==> src/rtl/sha3_pkg.sv <==
// Shared types, constants and helpers for the SHA3 AXI-Stream absorb front end.
// Contents:
//   sha3_mode_t   - SHA3 variant as carried on TUSER (224/256/384/512)
//   state_t       - absorb FSM state encoding
//   rate_words()  - rate of a variant in 16-bit words (72/68/52/36)
//   PAD_SHA3, PAD_KECCAK, PAD_END, MAX_RATE - padding bytes and widest rate
package sha3_pkg;

  typedef enum logic [1:0] {
    SHA224 = 2'd0,
    SHA256 = 2'd1,
    SHA384 = 2'd2,
    SHA512 = 2'd3
  } sha3_mode_t;

  typedef enum logic [1:0] {
    ST_IDLE = 2'd0,
    ST_FILL = 2'd1,
    ST_PAD  = 2'd2,
    ST_OUT  = 2'd3
  } state_t;

  localparam logic [7:0] PAD_SHA3   = 8'h06;
  localparam logic [7:0] PAD_KECCAK = 8'h01;
  localparam logic [7:0] PAD_END    = 8'h80;
  localparam int         MAX_RATE   = 1152;

  function automatic logic [6:0] rate_words(sha3_mode_t mode);
    case (mode)
      SHA224:  rate_words = 7'd72;
      SHA256:  rate_words = 7'd68;
      SHA384:  rate_words = 7'd52;
      default: rate_words = 7'd36;
    endcase
  endfunction

endpackage

==> src/rtl/sha3_pad_inject.sv <==
// Combinational multi-rate padding of a rate block.
// Ports:
//   blk_i      - block buffer; byte b at [MAX_RATE-1-8*b -: 8]
//   byte_idx_i - index of the first free byte (receives the domain pad byte)
//   rate_i     - rate in 16-bit words; the last rate byte receives 0x80
//   pad_i      - domain pad byte (0x06 SHA3 or 0x01 Keccak)
//   blk_o      - padded block
// Free bytes are zero, so ORing both markers in place yields 0x86/0x81 when
// the first free byte is also the last rate byte.
module sha3_pad_inject (
  input  logic [sha3_pkg::MAX_RATE-1:0] blk_i,
  input  logic [7:0]                    byte_idx_i,
  input  logic [6:0]                    rate_i,
  input  logic [7:0]                    pad_i,
  output logic [sha3_pkg::MAX_RATE-1:0] blk_o
);
  import sha3_pkg::*;

  logic [7:0] last_b;

  assign last_b = {rate_i, 1'b0} - 8'd1;

  always_comb begin
    blk_o = blk_i;
    for (int b = 0; b < MAX_RATE / 8; b++) begin
      if (8'(b) == byte_idx_i)
        blk_o[MAX_RATE-1-8*b -: 8] = blk_o[MAX_RATE-1-8*b -: 8] | pad_i;
      if (8'(b) == last_b)
        blk_o[MAX_RATE-1-8*b -: 8] = blk_o[MAX_RATE-1-8*b -: 8] | PAD_END;
    end
  end

endmodule

==> src/rtl/sha3_axis_absorb.sv <==
// AXI-Stream slave absorb front end of the SHA3 core.
// Collects 16-bit message beats into a rate-sized block, latches the variant
// from TUSER on the first beat, applies multi-rate padding and hands blocks to
// the Keccak permutation over a valid/ready handshake.
// Ports:
//   ACLK, ARESETn         - clock, asynchronous active-low reset
//   TDATA_i/TKEEP_i/TUSER_i/TVALID_i/TLAST_i/TREADY_o - AXI-Stream slave
//   blk_data_o            - block, word i at [MAX_RATE-1-16*i -: 16]
//   blk_words_o           - rate in words (0 while idle)
//   blk_mode_o            - latched variant
//   blk_last_o            - final padded block of the message
//   blk_valid_o/blk_ready_i - block handshake
//   err_o                 - one-cycle pulse after a beat with illegal TKEEP
// Build option: define SHA3_KECCAK_PAD_EN for original Keccak padding (0x01)
// instead of the FIPS 202 SHA3 domain byte (0x06).
module sha3_axis_absorb #(
  parameter int DATA_WIDTH = 16,
  parameter int MAX_RATE   = 1152
) (
  input  logic                  ACLK,
  input  logic                  ARESETn,
  input  logic [DATA_WIDTH-1:0] TDATA_i,
  input  logic [1:0]            TKEEP_i,
  input  logic [1:0]            TUSER_i,
  input  logic                  TVALID_i,
  input  logic                  TLAST_i,
  output logic                  TREADY_o,
  output logic [MAX_RATE-1:0]   blk_data_o,
  output logic [6:0]            blk_words_o,
  output logic [1:0]            blk_mode_o,
  output logic                  blk_last_o,
  output logic                  blk_valid_o,
  input  logic                  blk_ready_i,
  output logic                  err_o
);
  import sha3_pkg::*;

`ifdef SHA3_KECCAK_PAD_EN
  localparam logic [7:0] PAD_P = PAD_KECCAK;
`else
  localparam logic [7:0] PAD_P = PAD_SHA3;
`endif

  state_t                state_q, state_d;
  logic                  armed_q;
  logic [6:0]            cnt_q, cnt_d;
  logic [MAX_RATE-1:0]   blk_q, blk_d;
  sha3_mode_t            mode_q, mode_d;
  logic                  last_q, last_d;
  logic                  fin_q, fin_d;     // exact fill on TLAST: an all-pad block follows
  logic [7:0]            pidx_q, pidx_d;
  logic                  err_q, err_d;

  logic                  fire;
  sha3_mode_t            cur_mode;
  logic [6:0]            rate;
  logic [1:0]            nb;
  logic                  bad_keep;
  logic                  full;
  logic [DATA_WIDTH-1:0] wdata;
  logic [MAX_RATE-1:0]   pad_blk;

  sha3_pad_inject u_pad (
    .blk_i      (blk_q),
    .byte_idx_i (pidx_q),
    .rate_i     (rate),
    .pad_i      (PAD_P),
    .blk_o      (pad_blk)
  );

  // State register; armed_q holds TREADY low until the first edge after reset.
  always_ff @(posedge ACLK or negedge ARESETn) begin
    if (!ARESETn) begin
      state_q <= ST_IDLE;
      armed_q <= 1'b0;
    end else begin
      state_q <= state_d;
      armed_q <= 1'b1;
    end
  end

  always_ff @(posedge ACLK or negedge ARESETn) begin
    if (!ARESETn) begin
      cnt_q  <= '0;
      blk_q  <= '0;
      mode_q <= SHA224;
      last_q <= 1'b0;
      fin_q  <= 1'b0;
      pidx_q <= '0;
      err_q  <= 1'b0;
    end else begin
      cnt_q  <= cnt_d;
      blk_q  <= blk_d;
      mode_q <= mode_d;
      last_q <= last_d;
      fin_q  <= fin_d;
      pidx_q <= pidx_d;
      err_q  <= err_d;
    end
  end

  // Beat decode: byte count, write data and the illegal-keep flag.
  always_comb begin
    fire     = TVALID_i && TREADY_o;
    cur_mode = (state_q == ST_IDLE) ? sha3_mode_t'(TUSER_i) : mode_q;
    rate     = rate_words(cur_mode);
    nb       = 2'd2;
    if (TLAST_i) begin
      case (TKEEP_i)
        2'b10:   nb = 2'd1;
        2'b00:   nb = 2'd0;
        default: nb = 2'd2;
      endcase
    end
    bad_keep = TLAST_i ? (TKEEP_i == 2'b01) : (TKEEP_i != 2'b11);
    full     = (nb == 2'd2) && ((cnt_q + 7'd1) == rate);
    wdata    = (nb == 2'd1) ? {TDATA_i[DATA_WIDTH-1 -: 8], 8'h00} : TDATA_i;
  end

  // Next-state and datapath update.
  always_comb begin
    state_d = state_q;
    cnt_d   = cnt_q;
    blk_d   = blk_q;
    mode_d  = mode_q;
    last_d  = last_q;
    fin_d   = fin_q;
    pidx_d  = pidx_q;
    err_d   = 1'b0;
    case (state_q)
      ST_IDLE, ST_FILL: begin
        if (fire) begin
          mode_d = cur_mode;
          err_d  = bad_keep;
          if (nb != 2'd0) begin
            cnt_d = cnt_q + 7'd1;
            for (int w = 0; w < MAX_RATE / 16; w++) begin
              if (7'(w) == cnt_q)
                blk_d[MAX_RATE-1-16*w -: 16] = wdata;
            end
          end
          if (TLAST_i) begin
            if (full) begin
              state_d = ST_OUT;
              fin_d   = 1'b1;
            end else begin
              state_d = ST_PAD;
              pidx_d  = {cnt_q, 1'b0} + {6'd0, nb};
            end
          end else begin
            state_d = full ? ST_OUT : ST_FILL;
          end
        end
      end
      ST_PAD: begin
        blk_d   = pad_blk;
        last_d  = 1'b1;
        state_d = ST_OUT;
      end
      default: begin
        if (blk_ready_i) begin
          blk_d  = '0;
          cnt_d  = '0;
          pidx_d = '0;
          if (last_q) begin
            state_d = ST_IDLE;
            last_d  = 1'b0;
            fin_d   = 1'b0;
            mode_d  = SHA224;
          end else if (fin_q) begin
            state_d = ST_PAD;
            fin_d   = 1'b0;
          end else begin
            state_d = ST_FILL;
          end
        end
      end
    endcase
  end

  // Outputs.
  always_comb begin
    TREADY_o    = armed_q && ((state_q == ST_IDLE) || (state_q == ST_FILL));
    blk_valid_o = (state_q == ST_OUT);
    blk_words_o = (state_q == ST_IDLE) ? 7'd0 : rate_words(mode_q);
    blk_mode_o  = mode_q;
    blk_last_o  = last_q;
    blk_data_o  = blk_q;
    err_o       = err_q;
  end

endmodule

==> config.mk <==
export PLATFORM = sky130hd
export DESIGN_NAME = sha3_axis_absorb
export DESIGN_NICKNAME = d
export VERILOG_FILES = /design/src/rtl/sha3_pkg.sv /design/src/rtl/sha3_pad_inject.sv /design/src/rtl/sha3_axis_absorb.sv
export SDC_FILE = /design/constraint.sdc
export NUM_CORES = 2
export LEC_CHECK = 0
export CORE_AREA = 2 2 461 463
export DETAILED_ROUTE_END_ITERATION = 8
export DIE_AREA = 0 0 463 465
export GPL_TIMING_DRIVEN = 0
export SYNTH_ARGS = -nofsm -noshare
export SYNTH_HDL_FRONTEND = slang
export SYNTH_SLANG_ARGS = --single-unit
==> constraint.sdc <==
create_clock -name ACLK -period 3.8 [get_ports ACLK]
set_input_delay 0.38 -clock ACLK [delete_from_list [all_inputs] [get_ports ACLK]]
set_output_delay 0.38 -clock ACLK [all_outputs]
set_load 0.005 [all_outputs]
Word-level counts from Yosys, hierarchy flattened
Cells that the tools add are included.
{"block": "classes", "n_mux": 401, "n_addsub": 3, "eq_ne": 591, "reduce_logical": 239, "bitwise_logic": 2}
{"operator": "two-way mux 1152 bit", "count": 3}
{"operator": "case mux 1152 bit (2 select lines)", "count": 1}
{"operator": "two-way mux 8 bit", "count": 149}
{"operator": "two-way mux 16 bit", "count": 72}
{"operator": "equality test 7 x 8 -> 1 bit, first input constant", "count": 128}
{"operator": "AND reduction 5 bit", "count": 146}
{"operator": "equality test 6 x 8 -> 1 bit, first input constant", "count": 64}
{"operator": "two-way mux 3 bit", "count": 144}
{"operator": "AND reduction 4 bit", "count": 74}
{"operator": "!= test 2 x 1 -> 1 bit, second input constant", "count": 144}
{"operator": "equality test 5 x 8 -> 1 bit, first input constant", "count": 32}
{"operator": "equality test 8 bit, first input constant", "count": 32}
{"operator": "equality test 6 x 7 -> 1 bit, first input constant", "count": 32}
{"operator": "!= test 2 bit, second input constant", "count": 78}
{"operator": "equality test 4 x 8 -> 1 bit, first input constant", "count": 16}
{"operator": "equality test 5 x 7 -> 1 bit, first input constant", "count": 16}
{"operator": "equality test 3 x 8 -> 1 bit, first input constant", "count": 8}
{"operator": "equality test 4 x 7 -> 1 bit, first input constant", "count": 8}
{"operator": "equality test 7 bit, first input constant", "count": 8}
{"operator": "case mux 7 bit (3 select lines)", "count": 2}
{"operator": "equality test 2 x 8 -> 1 bit, first input constant", "count": 4}
{"operator": "equality test 3 x 7 -> 1 bit, first input constant", "count": 4}
{"operator": "two-way mux 7 bit", "count": 4}
{"operator": "two-way mux 2 bit", "count": 11}
{"operator": "24 further kinds", "count": 56}
{"block": "word_totals", "output_inout_bits": 1165, "ff_bits": 1175, "word_cells": 1460, "input_bits": 25}

Longest topological paths before layout
{"block": "logic_depth", "depth_word": 10, "mapped_depth": 11, "mapped_depth_nobuf": 7}

By module
Synthesis repeated with hierarchy kept, for this count alone.
{"block": "unflattened", "hier_cells": 7001, "hier_area_um2": 59648.5}
{"module": "sha3_axis_absorb", "seq_area_each_um2": 29403.2, "cells_each": 5452, "area_per_inst_um2": 49045.8, "n_inst": 1}
{"module": "sha3_pad_inject", "seq_area_each_um2": 0.0, "cells_each": 1549, "area_per_inst_um2": 10602.7, "n_inst": 1}

Worst setup path before layout
Ideal clock, no wire load.
{"block": "synth_path", "path_kind": "register -> register", "startpoint": "register cnt_q[0]", "endpoint": "register pidx_q[1]", "required_ps": 3674, "path_slack_ps": 1364, "path_buffers": 3, "t_arrival_ps": 2310, "synth_period_minus_slack_ps": 2436, "path_stages_with_launch": 10, "setup_ps": 126, "cell_sequence": "dfrtp_1 ha_1 clkbuf_1 and2_0 clkbuf_1 a22o_1 a22oi_1 or2_1 buf_6 a221o_1"}
{"block": "synth_via", "elab_chain_cells": 5, "elab_cells_between_ends": 10, "cone_classes": "2 x add/sub; 2 x eq/ne; 4 x mux; 2 x reduce/logical"}
{"item": "start: declaration", "line": "sha3_axis_absorb.sv:46", "text": "logic [6:0] cnt_q, cnt_d;"}
{"item": "start signal: assignment", "line": "sha3_axis_absorb.sv:92", "text": "cnt_q <= cnt_d;"}
{"item": "adder 7 x 1 -> 7 bit or adder 8 x 2 -> 8 bit (tied branches)", "line": "sha3_axis_absorb.sv:116, sha3_axis_absorb.sv:148"}
{"item": "equality test 7 bit or two-way mux 8 bit (tied branches)", "line": "sha3_axis_absorb.sv:116, sha3_axis_absorb.sv:143"}
{"item": "logical AND 1 bit or two-way mux 8 bit (tied branches)", "line": "sha3_axis_absorb.sv:116, sha3_axis_absorb.sv:142"}
{"item": "!= test 2 bit (no line) or two-way mux 8 bit (tied branches)"}
{"item": "AND reduction 5 bit (no line) or case mux 8 bit (2 select lines) (tied branches)"}
{"item": "end signal: assignment", "line": "sha3_axis_absorb.sv:97", "text": "pidx_q <= pidx_d;"}
{"item": "end: declaration", "line": "sha3_axis_absorb.sv:51", "text": "logic [7:0] pidx_q, pidx_d;"}
Several ways; a longest one is shown, not always the timed one. The select of a mux whose other input is x is not followed.
A chain may end at the register's enable or synchronous reset.

Worst setup path after layout
{"block": "layout_path", "startpoint": "register pidx_q[5]", "endpoint": "register blk_q[905], in the netlist blk_data_o[905]"}
{"block": "layout_via", "elab_chain_cells": 4}
{"item": "equality test 5 x 8 -> 1 bit", "line": "sha3_pad_inject.sv:26", "text": "if (8'(b) == byte_idx_i)"}
{"item": "two-way mux 3 bit", "line": "sha3_pad_inject.sv:26"}
{"item": "two-way mux 8 bit", "line": "sha3_pad_inject.sv:28", "text": "if (8'(b) == last_b)"}
{"item": "case mux 1152 bit (2 select lines)", "line": "sha3_axis_absorb.sv:130", "text": "case (state_q)"}
{"item": "end signal: assignment", "line": "sha3_axis_absorb.sv:93", "text": "blk_q <= blk_d;"}
{"item": "end: declaration", "line": "sha3_axis_absorb.sv:47", "text": "logic [MAX_RATE-1:0] blk_q, blk_d;"}
Every way passes these cells. The select of a mux whose other input is x is not followed.

==> results.toml <==
[setup_path]
worstRegToRegCells = 8
crit_chain = "clkbuf_1 > nand2b_1 > nor3_1 > clkbuf_1 > a21oi_1 > nor3_1 > nor2_1 > a21oi_1"
crit_type = "reg2reg"
critPathLaunchType = "flip-flop"
crit_path_top_delay_cell = "nor3_1"
required_ns = 4.52
crit_arrival_ns = 4.55
crit_path_end_kind = "flip-flop"
r2r-start = "pidx_q[5]"
r2r_end = "blk_data_o[905]"
reg2reg_slack_ns = -0.03
cp_max_fo = 10
max_stage_delay_ns = 1.11

[timing]
drv_slew = 43
hold_viol = 0
rsz0062_at_grt = "yes"
holdWs_ns = 0.121
fin_crit_ns = 3.83
worst_pin_slew_ns = 1.62
report.final.setup_viol = 1
max_freq_mhz = 261
period_share = 1.01
setup_slack_ns = -0.0285
fin_worst_skew_ns = 0.0344
relSlewSlack = -0.0801

[global_route]
grt_pass1_wl_um = 363000
antenna_found_initial = 34
grt_max_degree = 171
first_global_vias = 41727
grt_use_total = 0.245
overflow = 0

[place]
dp_hpwl_um = 215000
gp_congestion = 0.989
port_buffers = 1187
place_area_um2 = 61400

[layout]
design_area_um2 = 66000
mostFrequentLayoutCells = "clkdlybuf4s50_1 (1186), dfrtp_1 (1175), nand2_1 (785), o21ai_0 (763), a21oi_1 (505)"
drive_above_1_share = 0.0895
final_common_cell = "clkdlybuf4s50_1"
area_growth_pct = 45.2
fill_cells = 21809
nets = 5908

[synthesis]
synthArstFlopShare = 1.00
synth_seq_cells = 1175
yosysUniqueCellTypes = 58
synth_sequential_area_ratio = 0.647
ys_warn_count = 0
synth_flop_cell = "dfrtp_1"
synth_area_leaders = "dfrtp_1 (65%), o21ai_0 (8.4%), nand2_1 (6.5%), a21oi_1 (5.6%), nor2_1 (3.2%)"
synth-edff-count = 0
netlist_area_um2 = 45400
synth_cells = 4535
avgSynthCellArea_um2 = 10.0
synth_area_leader_cell = "dfrtp_1"
synth_top_area_frac = 0.647

[power_and_ir_drop]
pwr-share-clk = 0.215
sequentialPowerShare = 0.358
fin_total_pwr_mw = 61.6
intPower_mw = 38.1
p_sw_mw = 23.5
p_per_area_nw_per_um2 = 933
swShare = 0.381
peakVddDrop_mv = 0.488
combPwrFrac = 0.427
cellLeakagePower_nw = 27.8

[die]
start_util = 0.216
io_pins = 1190
fp-row-count = 169
die_w_um = 463
die-area_um2 = 215000
coreArea_um2 = 211000
die_h_um = 465

[routing]
avgViaCountPerCell = 4.87
postRouteAntennaNets = 0
drc = 0
drtIter0Drc = 4564
wirelength_um = 273000
wl_per_cell_um = 30.9
vias = 42939
drt_pass1_iterations = 6

[job]
max_cap_violations = 4

[clock_network]
cts-root-buf = "clkbuf_16"
htree_levels = 4
clkLatencyLatePin_ns = 0.81
cts_tree = "yes"
cts_buffers = 136
clk_pin_slew_worst_paths_ns = 0.06
cts.sinks = 1175
cts_max_path_buffers = 3

[hold_path]
hold_class = "in2async"

[run_status]
outcome = "finished with violations"
violations = "capacitance limit, slew limit, setup timing"
[cell type report]
type	instances	area, um2	area share
clock inverters	58	694	0.0105
flip-flops and latches	1175	29400	0.446
multi-input cells	2943	14500	0.220
inverters	14	52.6	0.000796
repair buffers	1210	12300	0.187
clock buffers	182	3760	0.0569
diodes	24	60.1	0.000910
plain buffers	396	1650	0.0249
well taps	2821	3530	0.0535
[per-stage QoR]
step,TNS (ns),setup slack (ns),util,instances
global route,-0.392,-0.0506,0.313,8805
CTS,0,0.000380,0.312,8798
global placement,-,-51.28,0.289,8544
detailed placement,-712.04,-1.80,0.291,8564
finish,-0.0285,-0.0285,0.313,8823
floorplan,0,1.36,-,4536
[cells by family (layout without fill, tap and decap cells)]
| logic type | Yosys count | count (layout) | synth area share |
|---|---|---|---|
| other | 2 | 27 | 0.000165 |
| and+or+nand+nor | 1488 | 1488 | 0.136 |
| buffers and inverters | 418 | 1860 | 0.0367 |
| xor gates and xnor gates | 7 | 7 | 0.00135 |
| muxes | 105 | 105 | 0.0259 |
| DFF | 1175 | 1175 | 0.647 |
| AOI/OAI and AO/OA | 1333 | 1333 | 0.151 |
| adders and majority gates | 7 | 7 | 0.00193 |
[power by group through the flow]
stage                     logic, mW  registers, mW  clock network, mW
after floorplan                6.80           21.6                  0
after global placement         25.7           22.1                  0
after detailed placement       26.1           22.1                  0
after CTS                      26.3           22.0               13.4
after global routing           27.9           22.6               13.9
final                          26.3           22.1               13.3
[how the worst max path moves through the flow]
| stage | from | endpoint | slack, ns | cells after the start |
|---|---|---|---|---|
| after floorplan | cnt_q[0] | pidx_q[1] | 1.36 | 9 |
| after global placement | ARESETn | blk_data_o[859] | -51.28 | 1 |
| after detailed placement | TLAST_i | blk_data_o[911] | -1.80 | 10 |
| after CTS | state_q[1] | blk_data_o[792] | 0.0004 | 6 |
| after global routing | cnt_q[0] | blk_data_o[515] | -0.05 | 9 |
| final | pidx_q[5] | blk_data_o[905] | -0.03 | 8 |
[synth_stat cells (9+ instances only)]
master and n:
buf_2 54, and2_1 20, o21ai_0 763, nor2_1 393, inv_1 12, clkbuf_1 342
o21ai_1 13, or2_2 62, nor3_1 163, nand2_1 793, mux2_2 102, and3_1 10
a21oi_1 510, nand3_1 9, dfrtp_1 1175
[critical path, delay by kind of cell (launching register included)]
kind                   cells  cell delay (ns)
AND/OR/NAND/NOR            4             2.19
buffers and inverters      2             0.89
flip-flops                 1             0.35
AO/OA/AOI/OAI              2             0.30
[routing by layer]
metal  vias up  share of wire  GRT usage  wire, um
met4         8          0.054      0.120     14600
li1      17959              -          -         -
met1     21816           0.39      0.300    107000
met2      2670           0.44      0.377    121000
met5         -        0.00059          0       160
met3       486           0.11     0.0948     30200
[sequential cells by signal, summed over array words and instances, names as in the netlist, 2 cells and up]
register,count
blk_data_o,1152
pidx_q,8
cnt_q,7
blk_mode_o,2
state_q,2
[timing repair]
| item | in CTS | in global routing |
|---|---|---|
| cloned | 0 | 0 |
| hold buffers | 1 | 0 |
| buffers inserted | 0 | 1 |
| hold endpoints to repair | 104 | 0 |
| pin swaps | 0 | 1 |
| gates resized for setup | 26 | 30 |
| endpoints found under the setup margin | 727 | 253 |
No activity file was read; power rests on OpenSTA's default activity.
